$ cat config.mk
export PLATFORM = sky130hd
export DESIGN_NAME = pipeline_hazard_ctrl_flat
export DESIGN_NICKNAME = d
export VERILOG_FILES = /design/src/rtl/pipeline_hazard_ctrl_if.sv /design/src/rtl/pipeline_hazard_ctrl.sv /design/src/flat_wrapper.sv
export SDC_FILE = /design/constraint.sdc
export NUM_CORES = 1
export LEC_CHECK = 0
export BUFFER_PORTS_ARGS = -buffer_cell sky130_fd_sc_hd__buf_2
export CORE_UTILIZATION = 30
export CTS_CLUSTER_DIAMETER = 40
export DETAILED_ROUTE_END_ITERATION = 6
export GPL_TIMING_DRIVEN = 0
export MAX_ROUTING_LAYER = met4
export PLACE_DENSITY = 0.5
export SKIP_CTS_REPAIR_TIMING = 1
export SLEW_MARGIN = 5
export SYNTH_ARGS = -nofsm -noshare
export SYNTH_HDL_FRONTEND = slang
export SYNTH_SLANG_ARGS = --single-unit
$ cat constraint.sdc
create_clock -name clock -period 2.52 [get_ports clock]
set_input_delay 0.378 -clock clock [delete_from_list [all_inputs] [get_ports clock]]
set_output_delay 0.378 -clock clock [all_outputs]
set_load 0.005 [all_outputs]
$ cat src/rtl/pipeline_hazard_ctrl_if.sv
// rtl/pipeline_hazard_ctrl_if.sv - hazard controller signal bundle
//
// Groups the decode/execute/memory hazard inputs and the pipeline control
// outputs of pipeline_hazard_ctrl.
//   slave  : the controller (hazard inputs in, enables/flushes/status out)
//   master : the pipeline side (drives hazard inputs, consumes controls)
interface pipeline_hazard_ctrl_if;
  logic [4:0]  d_rs;
  logic [4:0]  d_rt;
  logic        d_uses_rt;
  logic [4:0]  x_rt;
  logic        x_mem_read;
  logic        x_branch_taken;
  logic        m_mem_enable;
  logic        mem_ready;

  logic        pc_enable;
  logic        fd_enable;
  logic        dx_enable;
  logic        xm_enable;
  logic        mw_enable;
  logic        fd_flush;
  logic        dx_flush;
  logic        mem_timeout;
  logic [15:0] stall_count;

  modport slave (
    input  d_rs, d_rt, d_uses_rt, x_rt, x_mem_read, x_branch_taken,
           m_mem_enable, mem_ready,
    output pc_enable, fd_enable, dx_enable, xm_enable, mw_enable,
           fd_flush, dx_flush, mem_timeout, stall_count
  );

  modport master (
    output d_rs, d_rt, d_uses_rt, x_rt, x_mem_read, x_branch_taken,
           m_mem_enable, mem_ready,
    input  pc_enable, fd_enable, dx_enable, xm_enable, mw_enable,
           fd_flush, dx_flush, mem_timeout, stall_count
  );
endinterface

$ cat src/rtl/pipeline_hazard_ctrl.sv
// rtl/pipeline_hazard_ctrl.sv - stall/flush/memory-wait controller for a 5-stage pipeline
//
// Ports:
//   clock : pipeline clock, rising edge
//   reset : asynchronous, active-high
//   hz    : pipeline_hazard_ctrl_if.slave
//           in : d_rs, d_rt, d_uses_rt, x_rt, x_mem_read, x_branch_taken,
//                m_mem_enable, mem_ready
//           out: pc/fd/dx/xm/mw_enable, fd_flush, dx_flush, mem_timeout,
//                stall_count[15:0]
// Controls are Mealy outputs; priority is memory stall > taken branch >
// load-use > normal. A memory access not ready for MEM_TIMEOUT consecutive
// cycles locks the controller in TIMEOUT until reset.
module pipeline_hazard_ctrl #(
  parameter int MEM_TIMEOUT = 15
) (
  input  logic                  clock,
  input  logic                  reset,
  pipeline_hazard_ctrl_if.slave hz
);

  localparam int WCW = $clog2(MEM_TIMEOUT);
  localparam logic [WCW-1:0] WAIT_LAST = WCW'(MEM_TIMEOUT - 1);
  localparam logic [WCW-1:0] WAIT_ONE  = WCW'(1);

  typedef enum logic [1:0] {
    ST_RUN      = 2'd0,
    ST_MEM_WAIT = 2'd1,
    ST_TIMEOUT  = 2'd2
  } state_t;

  state_t         state_q, state_d;
  logic [WCW-1:0] wait_cnt_q, wait_cnt_d;
  logic [15:0]    stall_count_q, stall_count_d;

  logic pc_enable, fd_enable, dx_enable, xm_enable, mw_enable;
  logic fd_flush, dx_flush, mem_timeout;
  logic mem_stall, load_use;

  assign mem_stall = hz.m_mem_enable & ~hz.mem_ready;

  // A load targeting $0 never creates a dependency.
  assign load_use = hz.x_mem_read && (hz.x_rt != 5'd0) &&
                    ((hz.x_rt == hz.d_rs) || (hz.d_uses_rt && (hz.x_rt == hz.d_rt)));

  always_comb begin
    state_d     = state_q;
    wait_cnt_d  = wait_cnt_q;
    pc_enable   = 1'b0;
    fd_enable   = 1'b0;
    dx_enable   = 1'b0;
    xm_enable   = 1'b0;
    mw_enable   = 1'b0;
    fd_flush    = 1'b0;
    dx_flush    = 1'b0;
    mem_timeout = 1'b0;

    // Reset holds every control low regardless of the hazard inputs.
    if (!reset) begin
      if (state_q == ST_TIMEOUT) begin
        mem_timeout = 1'b1;
      end else if (mem_stall) begin
        // Whole pipeline frozen; a held branch waits for the release cycle.
        if (state_q == ST_RUN) begin
          state_d    = ST_MEM_WAIT;
          wait_cnt_d = WAIT_ONE;
        end else if (wait_cnt_q == WAIT_LAST) begin
          state_d = ST_TIMEOUT;
        end else begin
          wait_cnt_d = wait_cnt_q + WAIT_ONE;
        end
      end else begin
        // A completing (or absent) access is evaluated exactly as RUN.
        state_d    = ST_RUN;
        wait_cnt_d = '0;
        if (hz.x_branch_taken) begin
          pc_enable = 1'b1;
          fd_enable = 1'b1;
          dx_enable = 1'b1;
          xm_enable = 1'b1;
          mw_enable = 1'b1;
          fd_flush  = 1'b1;
          dx_flush  = 1'b1;
        end else if (load_use) begin
          // Hold PC and F/D, inject a bubble into D/X, let the load advance.
          dx_enable = 1'b1;
          dx_flush  = 1'b1;
          xm_enable = 1'b1;
          mw_enable = 1'b1;
        end else begin
          pc_enable = 1'b1;
          fd_enable = 1'b1;
          dx_enable = 1'b1;
          xm_enable = 1'b1;
          mw_enable = 1'b1;
        end
      end
    end
  end

  always_comb begin
    stall_count_d = stall_count_q;
    if (!pc_enable && (state_q != ST_TIMEOUT) && (stall_count_q != 16'hFFFF)) begin
      stall_count_d = stall_count_q + 16'd1;
    end
  end

  always_ff @(posedge clock or posedge reset) begin
    if (reset) begin
      state_q       <= ST_RUN;
      wait_cnt_q    <= '0;
      stall_count_q <= '0;
    end else begin
      state_q       <= state_d;
      wait_cnt_q    <= wait_cnt_d;
      stall_count_q <= stall_count_d;
    end
  end

  assign hz.pc_enable   = pc_enable;
  assign hz.fd_enable   = fd_enable;
  assign hz.dx_enable   = dx_enable;
  assign hz.xm_enable   = xm_enable;
  assign hz.mw_enable   = mw_enable;
  assign hz.fd_flush    = fd_flush;
  assign hz.dx_flush    = dx_flush;
  assign hz.mem_timeout = mem_timeout;
  assign hz.stall_count = stall_count_q;

endmodule
$ cat src/flat_wrapper.sv
// flat-port wrapper written by rule: the top's interface ports become plain ports
module pipeline_hazard_ctrl_flat 
#(
  parameter int MEM_TIMEOUT = 15
)
  (clock, reset, hz_d_rs, hz_d_rt, hz_d_uses_rt, hz_x_rt, hz_x_mem_read, hz_x_branch_taken, hz_m_mem_enable, hz_mem_ready, hz_pc_enable, hz_fd_enable, hz_dx_enable, hz_xm_enable, hz_mw_enable, hz_fd_flush, hz_dx_flush, hz_mem_timeout, hz_stall_count);
  pipeline_hazard_ctrl_if hz_i ();
  input  logic clock;
  input  logic reset;
  input wire logic [$bits(hz_i.d_rs)-1:0] hz_d_rs;
  input wire logic [$bits(hz_i.d_rt)-1:0] hz_d_rt;
  input wire logic [$bits(hz_i.d_uses_rt)-1:0] hz_d_uses_rt;
  input wire logic [$bits(hz_i.x_rt)-1:0] hz_x_rt;
  input wire logic [$bits(hz_i.x_mem_read)-1:0] hz_x_mem_read;
  input wire logic [$bits(hz_i.x_branch_taken)-1:0] hz_x_branch_taken;
  input wire logic [$bits(hz_i.m_mem_enable)-1:0] hz_m_mem_enable;
  input wire logic [$bits(hz_i.mem_ready)-1:0] hz_mem_ready;
  output wire logic [$bits(hz_i.pc_enable)-1:0] hz_pc_enable;
  output wire logic [$bits(hz_i.fd_enable)-1:0] hz_fd_enable;
  output wire logic [$bits(hz_i.dx_enable)-1:0] hz_dx_enable;
  output wire logic [$bits(hz_i.xm_enable)-1:0] hz_xm_enable;
  output wire logic [$bits(hz_i.mw_enable)-1:0] hz_mw_enable;
  output wire logic [$bits(hz_i.fd_flush)-1:0] hz_fd_flush;
  output wire logic [$bits(hz_i.dx_flush)-1:0] hz_dx_flush;
  output wire logic [$bits(hz_i.mem_timeout)-1:0] hz_mem_timeout;
  output wire logic [$bits(hz_i.stall_count)-1:0] hz_stall_count;
  assign hz_i.d_rs = hz_d_rs;
  assign hz_i.d_rt = hz_d_rt;
  assign hz_i.d_uses_rt = hz_d_uses_rt;
  assign hz_i.x_rt = hz_x_rt;
  assign hz_i.x_mem_read = hz_x_mem_read;
  assign hz_i.x_branch_taken = hz_x_branch_taken;
  assign hz_i.m_mem_enable = hz_m_mem_enable;
  assign hz_i.mem_ready = hz_mem_ready;
  assign hz_pc_enable = hz_i.pc_enable;
  assign hz_fd_enable = hz_i.fd_enable;
  assign hz_dx_enable = hz_i.dx_enable;
  assign hz_xm_enable = hz_i.xm_enable;
  assign hz_mw_enable = hz_i.mw_enable;
  assign hz_fd_flush = hz_i.fd_flush;
  assign hz_dx_flush = hz_i.dx_flush;
  assign hz_mem_timeout = hz_i.mem_timeout;
  assign hz_stall_count = hz_i.stall_count;
  pipeline_hazard_ctrl #(.MEM_TIMEOUT(MEM_TIMEOUT)) u_core (.clock(clock), .reset(reset), .hz(hz_i));
endmodule
# Word-level counts from Yosys, hierarchy flattened
# Cells that the tools add are included.
[totals]
register_bits = 22
input_bits = 22
out_inout_bits = 24
wordCells = 53
[classes]
addsub = 2
n_eq_ne = 8
n_mux = 25
n_bitwise = 4
n_reduce_logical = 11
[op_table]
columns = ["operator", "count"]
rows = [
  ["$mux W1", 19],
  ["$add A16 B1 Y16 const B", 1],
  ["$ne A16 B16 Y1 const B", 1],
  ["$mux W4", 3],
  ["$eq A5 B5 Y1", 2],
  ["$mux W2", 3],
  ["$ne A3 B3 Y1 const B", 2],
  ["$reduce_and A3 Y1", 2],
  ["$logic_and A1 B1 Y1", 5],
  ["$reduce_bool A5 Y1", 1],
  ["$add A4 B1 Y4 const B", 1],
  ["$eq A4 B4 Y1 const B", 1],
  ["$not A1 Y1", 3],
  ["$eq A2 B2 Y1 const B", 1],
  ["$logic_not A2 Y1", 1],
  ["$ne A2 B2 Y1 const B", 1],
  ["$and A1 B1 Y1", 1],
  ["$logic_not A1 Y1", 1],
  ["$logic_or A1 B1 Y1", 1],
]

# Depth between registers and ports, before layout
[depth]
depth_word = 12
mapped_depth = 8
depth_no_buf = 7

# Worst setup path after synthesis
# Ideal clock, no wire load.
[synth_path]
path_type = "input to register"
start = "in reset"
end = "reg u_core.stall_count_q[7] (netlist: u_core.hz.stall_count[7])"
setup_ns = 0.132
arrival_time_ns = 1.879
required_ns = 2.388
setup_slack_ns = 0.509
path_stages = 7
path_buffers = 2
cell_sequence = "buf_2 -> inv_1 -> a21oi_1 -> a22oi_4 -> buf_6 -> nor3_1 -> xor2_1"
[synth_via]
elab_chain_len = 4
[synth_lines]
columns = ["element", "line_no", "source"]
rows = [
  ["start, declared", "flat_wrapper.sv:9", "input logic reset;"],
  ["$mux W1", "pipeline_hazard_ctrl.sv:59", "if (!reset) begin"],
  ["$logic_not A1 Y1", "pipeline_hazard_ctrl.sv:103", "if (!pc_enable && (state_q != ST_TIMEOUT) && (stall_count_q != 16'hFFFF)) begin"],
  ["$logic_and A1 B1 Y1 (2 in series)", "pipeline_hazard_ctrl.sv:103", ""],
  ["end signal, assigned", "pipeline_hazard_ctrl.sv:116", "stall_count_q <= stall_count_d;"],
  ["end, declared", "pipeline_hazard_ctrl.sv:34", "logic [15:0] stall_count_q, stall_count_d;"],
]
# Every way passes these cells.
# A chain may end at the register's enable or synchronous reset.

# Worst setup path after layout
[layout_path]
start = "reg u_core.state_q[1]"
end = "out hz_pc_enable"
[layout_via]
elab_chain_len = 3
[layout_lines]
columns = ["element", "line_no", "source"]
rows = [
  ["start, declared", "pipeline_hazard_ctrl.sv:32", "state_t state_q, state_d;"],
  ["start signal, assigned", "pipeline_hazard_ctrl.sv:114", "state_q <= state_d;"],
  ["$eq A2 B2 Y1", "pipeline_hazard_ctrl.sv:60", "if (state_q == ST_TIMEOUT) begin"],
  ["$mux W1", "pipeline_hazard_ctrl.sv:60", ""],
  ["$mux W1", "pipeline_hazard_ctrl.sv:59", ""],
  ["end, declared", "flat_wrapper.sv:18", "output wire logic [$bits(hz_i.pc_enable)-1:0] hz_pc_enable;"],
]
# Every way passes these cells.

==> run_results.csv <==
group,metric,value,unit
clocking,cts_root_buffer,"clkbuf_8",
critical_path,crit_arrival,1.76,ns
global_routing,grt.busiest_layer,"met2",
timing,skew,0.00230,ns
global_routing,grt_first_pass_wirelength,5.23,mm
logic_synthesis,ys_ff_latch,22,
routing,vias_per_cell,4.99,
final_layout,fin_nets,223,
logic_synthesis,async_flop_share,100,%
critical_path,crit_type,"reg2out",
logic_synthesis,synthFlopType,"dfrtp_1",
global_routing,grt_overflow,0,
placement,port_buffers,44,
outcome,outcome,"finished clean",
run,maxCapViolCount,0,
global_routing,use_met1,16.6,%
logic_synthesis,ys_seq_area_share,40.3,%
floorplan,start_util,31.4,%
power,peakVddDrop,189,uV
logic_synthesis,syn_nets,174,
global_routing,met2_usage,22.2,%
global_routing,grt_max_degree,26,
power,power_density,598,nW/um^2
routing,wl_per_cell,12.5,um
global_routing,antenna_found_initial,0,
routing,wl,3.12,mm
global_routing,grt.total_usage,13.4,%
critical_path,cp-end-kind,"primary output",
clocking,clock_latency,0.26,ns
logic_synthesis,avgSynthCellArea,9.16,um^2
critical_path,path_buf_inv,2,
critical_path,cp_slowest_stage_delay,0.45,ns
critical_path,crit_path_top_delay_cell,"dfrtp_1",
routing,antenna_left,0,
logic_synthesis,yosys_warnings,0,
clocking,cts_tree,"built",
global_routing,first_global_vias,1160,
hold_path,hold_path.class,"in2async",
logic_synthesis,synth_edf_count,0,
clocking,clkSinkCount,22,
floorplan,dieWidth,69.5,um
final_layout,num-fill-cells,434,
logic_synthesis,ys_types,35,
timing,hold_viol_final,0,
timing,fin_crit_sh,84.9,%
timing,period_needed,2.14,ns
critical_path,worstPathRequired,2.14,ns
timing,worst_pin_slew,0.941,ns
critical_path,worst_path_dominant_cell_family,"simple AND/OR/NAND/NOR gates",
floorplan,die_y,69.5,um
timing,timing.setup.tns,0,ns
floorplan,fp-row-count,24,
clocking,numCtsBuffers,3,
timing,setup-violations-final,0,
routing,dr.pass1.iters,4,
critical_path,worst_setup_path_start_kind,"flop",
floorplan,die_area,4820,um^2
critical_path,crit_fanout,7,
floorplan,core_area,4350,um^2
timing,max_clock_freq,467,MHz
placement,dp_hpwl,2.41,mm
power,finalPower,1.02,mW
timing,setup_slack,0.381,ns
placement,routabilityCongestion,0.801,
power,leakagePower,0.856,nW
routing,drcViolationCount,0,
timing,finalMaxSlewViolations,0,
placement,dp_slack,0.0631,ns
logic_synthesis,synth_area,1370,um^2
critical_path,path_cells,"nor2b_1, nor3_1, o21a_1, buf_4, buf_2",
clocking,clk_pin_slew,0.08,ns
floorplan,io_pins,46,
global_routing,grt_util_met3,2.33,%
timing,slew_headroom,37.2,%
final_layout,syn_to_final_growth,24.9,%
timing,rsz0062_at_grt,"false",
routing,first_iter_violations,39,
clocking,clockBufferDepth,2,
final_layout,diodes,0,
clocking,htreeDepth,1,
routing,vias,1243,
logic_synthesis,syn-instance-count,149,
final_layout,drive_gt1_share,29.4,%
synth_stat cells, types with 2 or more instances:
library cell	n	share of area, %
a21oi_1	7	2.6
buf_4	3	1.6
dfrtp_1	22	40
ha_1	3	2.8
inv_1	6	1.6
nand2_1	13	3.6
nand2b_1	3	1.4
nand3_1	11	4.0
nand4_1	3	1.4
nor2_1	14	3.8
nor2b_1	3	1.4
nor3_1	6	2.2
nor4_1	5	2.3
o21ai_0	5	1.8
or4_1	2	1.1
xnor2_1	13	8.3
xor2_1	12	7.7
cell usage in the layout (no fill, tap or decap), drive strengths merged, types with 2 or more instances in the layout:
cell,n
a21oi,7
buf,49
clkbuf,4
dfrtp,22
ha,3
inv,6
nand2,13
nand2b,3
nand3,11
nand4,4
nor2,14
nor2b,3
nor3,6
nor4,6
o21ai,6
or4,2
xnor2,13
xor2,12
metal layers:
| metal | up-vias | wire [um] |
|---|---|---|
| met3 | 2 | 157 |
| met2 | 40 | 1430 |
| met5 | - | 0 |
| li1 | 618 | - |
| met4 | 0 | 29 |
| met1 | 583 | 1510 |
area by class of cell:
cell class	count	area (um^2)	area share (%)
multi-input combinational	116	753	44.2
sequential	22	551	32.3
timing repair buffer	44	220	12.9
tap	52	65.1	3.82
clock buffer	4	55.1	3.23
buffer	5	38.8	2.27
inverter	6	22.5	1.32
kinds of logic (layout without fill, tap and decap cells):
group / count (synthesis) / in the layout / synth area share [%]
flops: 22 / 22 / 40.3
simple gates: 64 / 64 / 24.1
compound gates: 23 / 23 / 11.5
buf+inv: 11 / 59 / 4.49
fa+ha+maj: 3 / 3 / 2.75
mux: 1 / 1 / 0.825
xor+xnor: 25 / 25 / 16.0
worst reg2reg max path, delay by kind of cell, from the launching register on:
kind	cells	cell delay, ns
flip-flops	1	0.48
buffers and inverters	1	0.18
AND/OR/NAND/NOR	4	0.86
XOR/XNOR	1	0.16
AO/OA/AOI/OAI	1	0.29
registers in the layout (all words and copies together), names as in the netlist:
name / cells
u_core.hz.stall_count: 16
u_core.state_q: 2
u_core.wait_cnt_q: 4
where the power goes:
part           switching [mW]  internal [mW]  total, mW
logic                   0.125          0.138      0.263
clock network           0.116          0.139      0.255
registers              0.0910          0.412      0.503
final timing paths:
kind                                                               to  cells after the start  slack, ns                             startpoint
worst max-delay path                                     hz_pc_enable                      5       0.38          u_core.state_q[1]$_DFFE_PP0P_
worst min-delay path                 u_core.wait_cnt_q[3]$_DFFE_PP0P_                      2       0.39                                  reset
worst max register to register   u_core.hz.stall_count[6]$_DFFE_PP0P_                      7       0.43   u_core.hz.stall_count[2]$_DFFE_PP0P_
worst min register to register  u_core.hz.stall_count[14]$_DFFE_PP0P_                      1       0.50  u_core.hz.stall_count[14]$_DFFE_PP0P_
max in group asynchronous        u_core.hz.stall_count[9]$_DFFE_PP0P_                      2       1.56                                  reset
min in group clock                      u_core.state_q[0]$_DFFE_PP0P_                      2       0.40                                  reset
stage by stage:
step                hold WS [ns]  instances  utilization [%]  instance area [um^2]
finish                     0.388        249             39.2                  1710
global route               0.439        249             39.2                  1710
CTS                        0.400        249             39.2                  1710
detailed placement         0.485        245             37.9                  1650
global placement           0.492        245             37.9                  1650
floorplan                  0.485        149                -                  1370
Power figures use the tool's default switching activity.
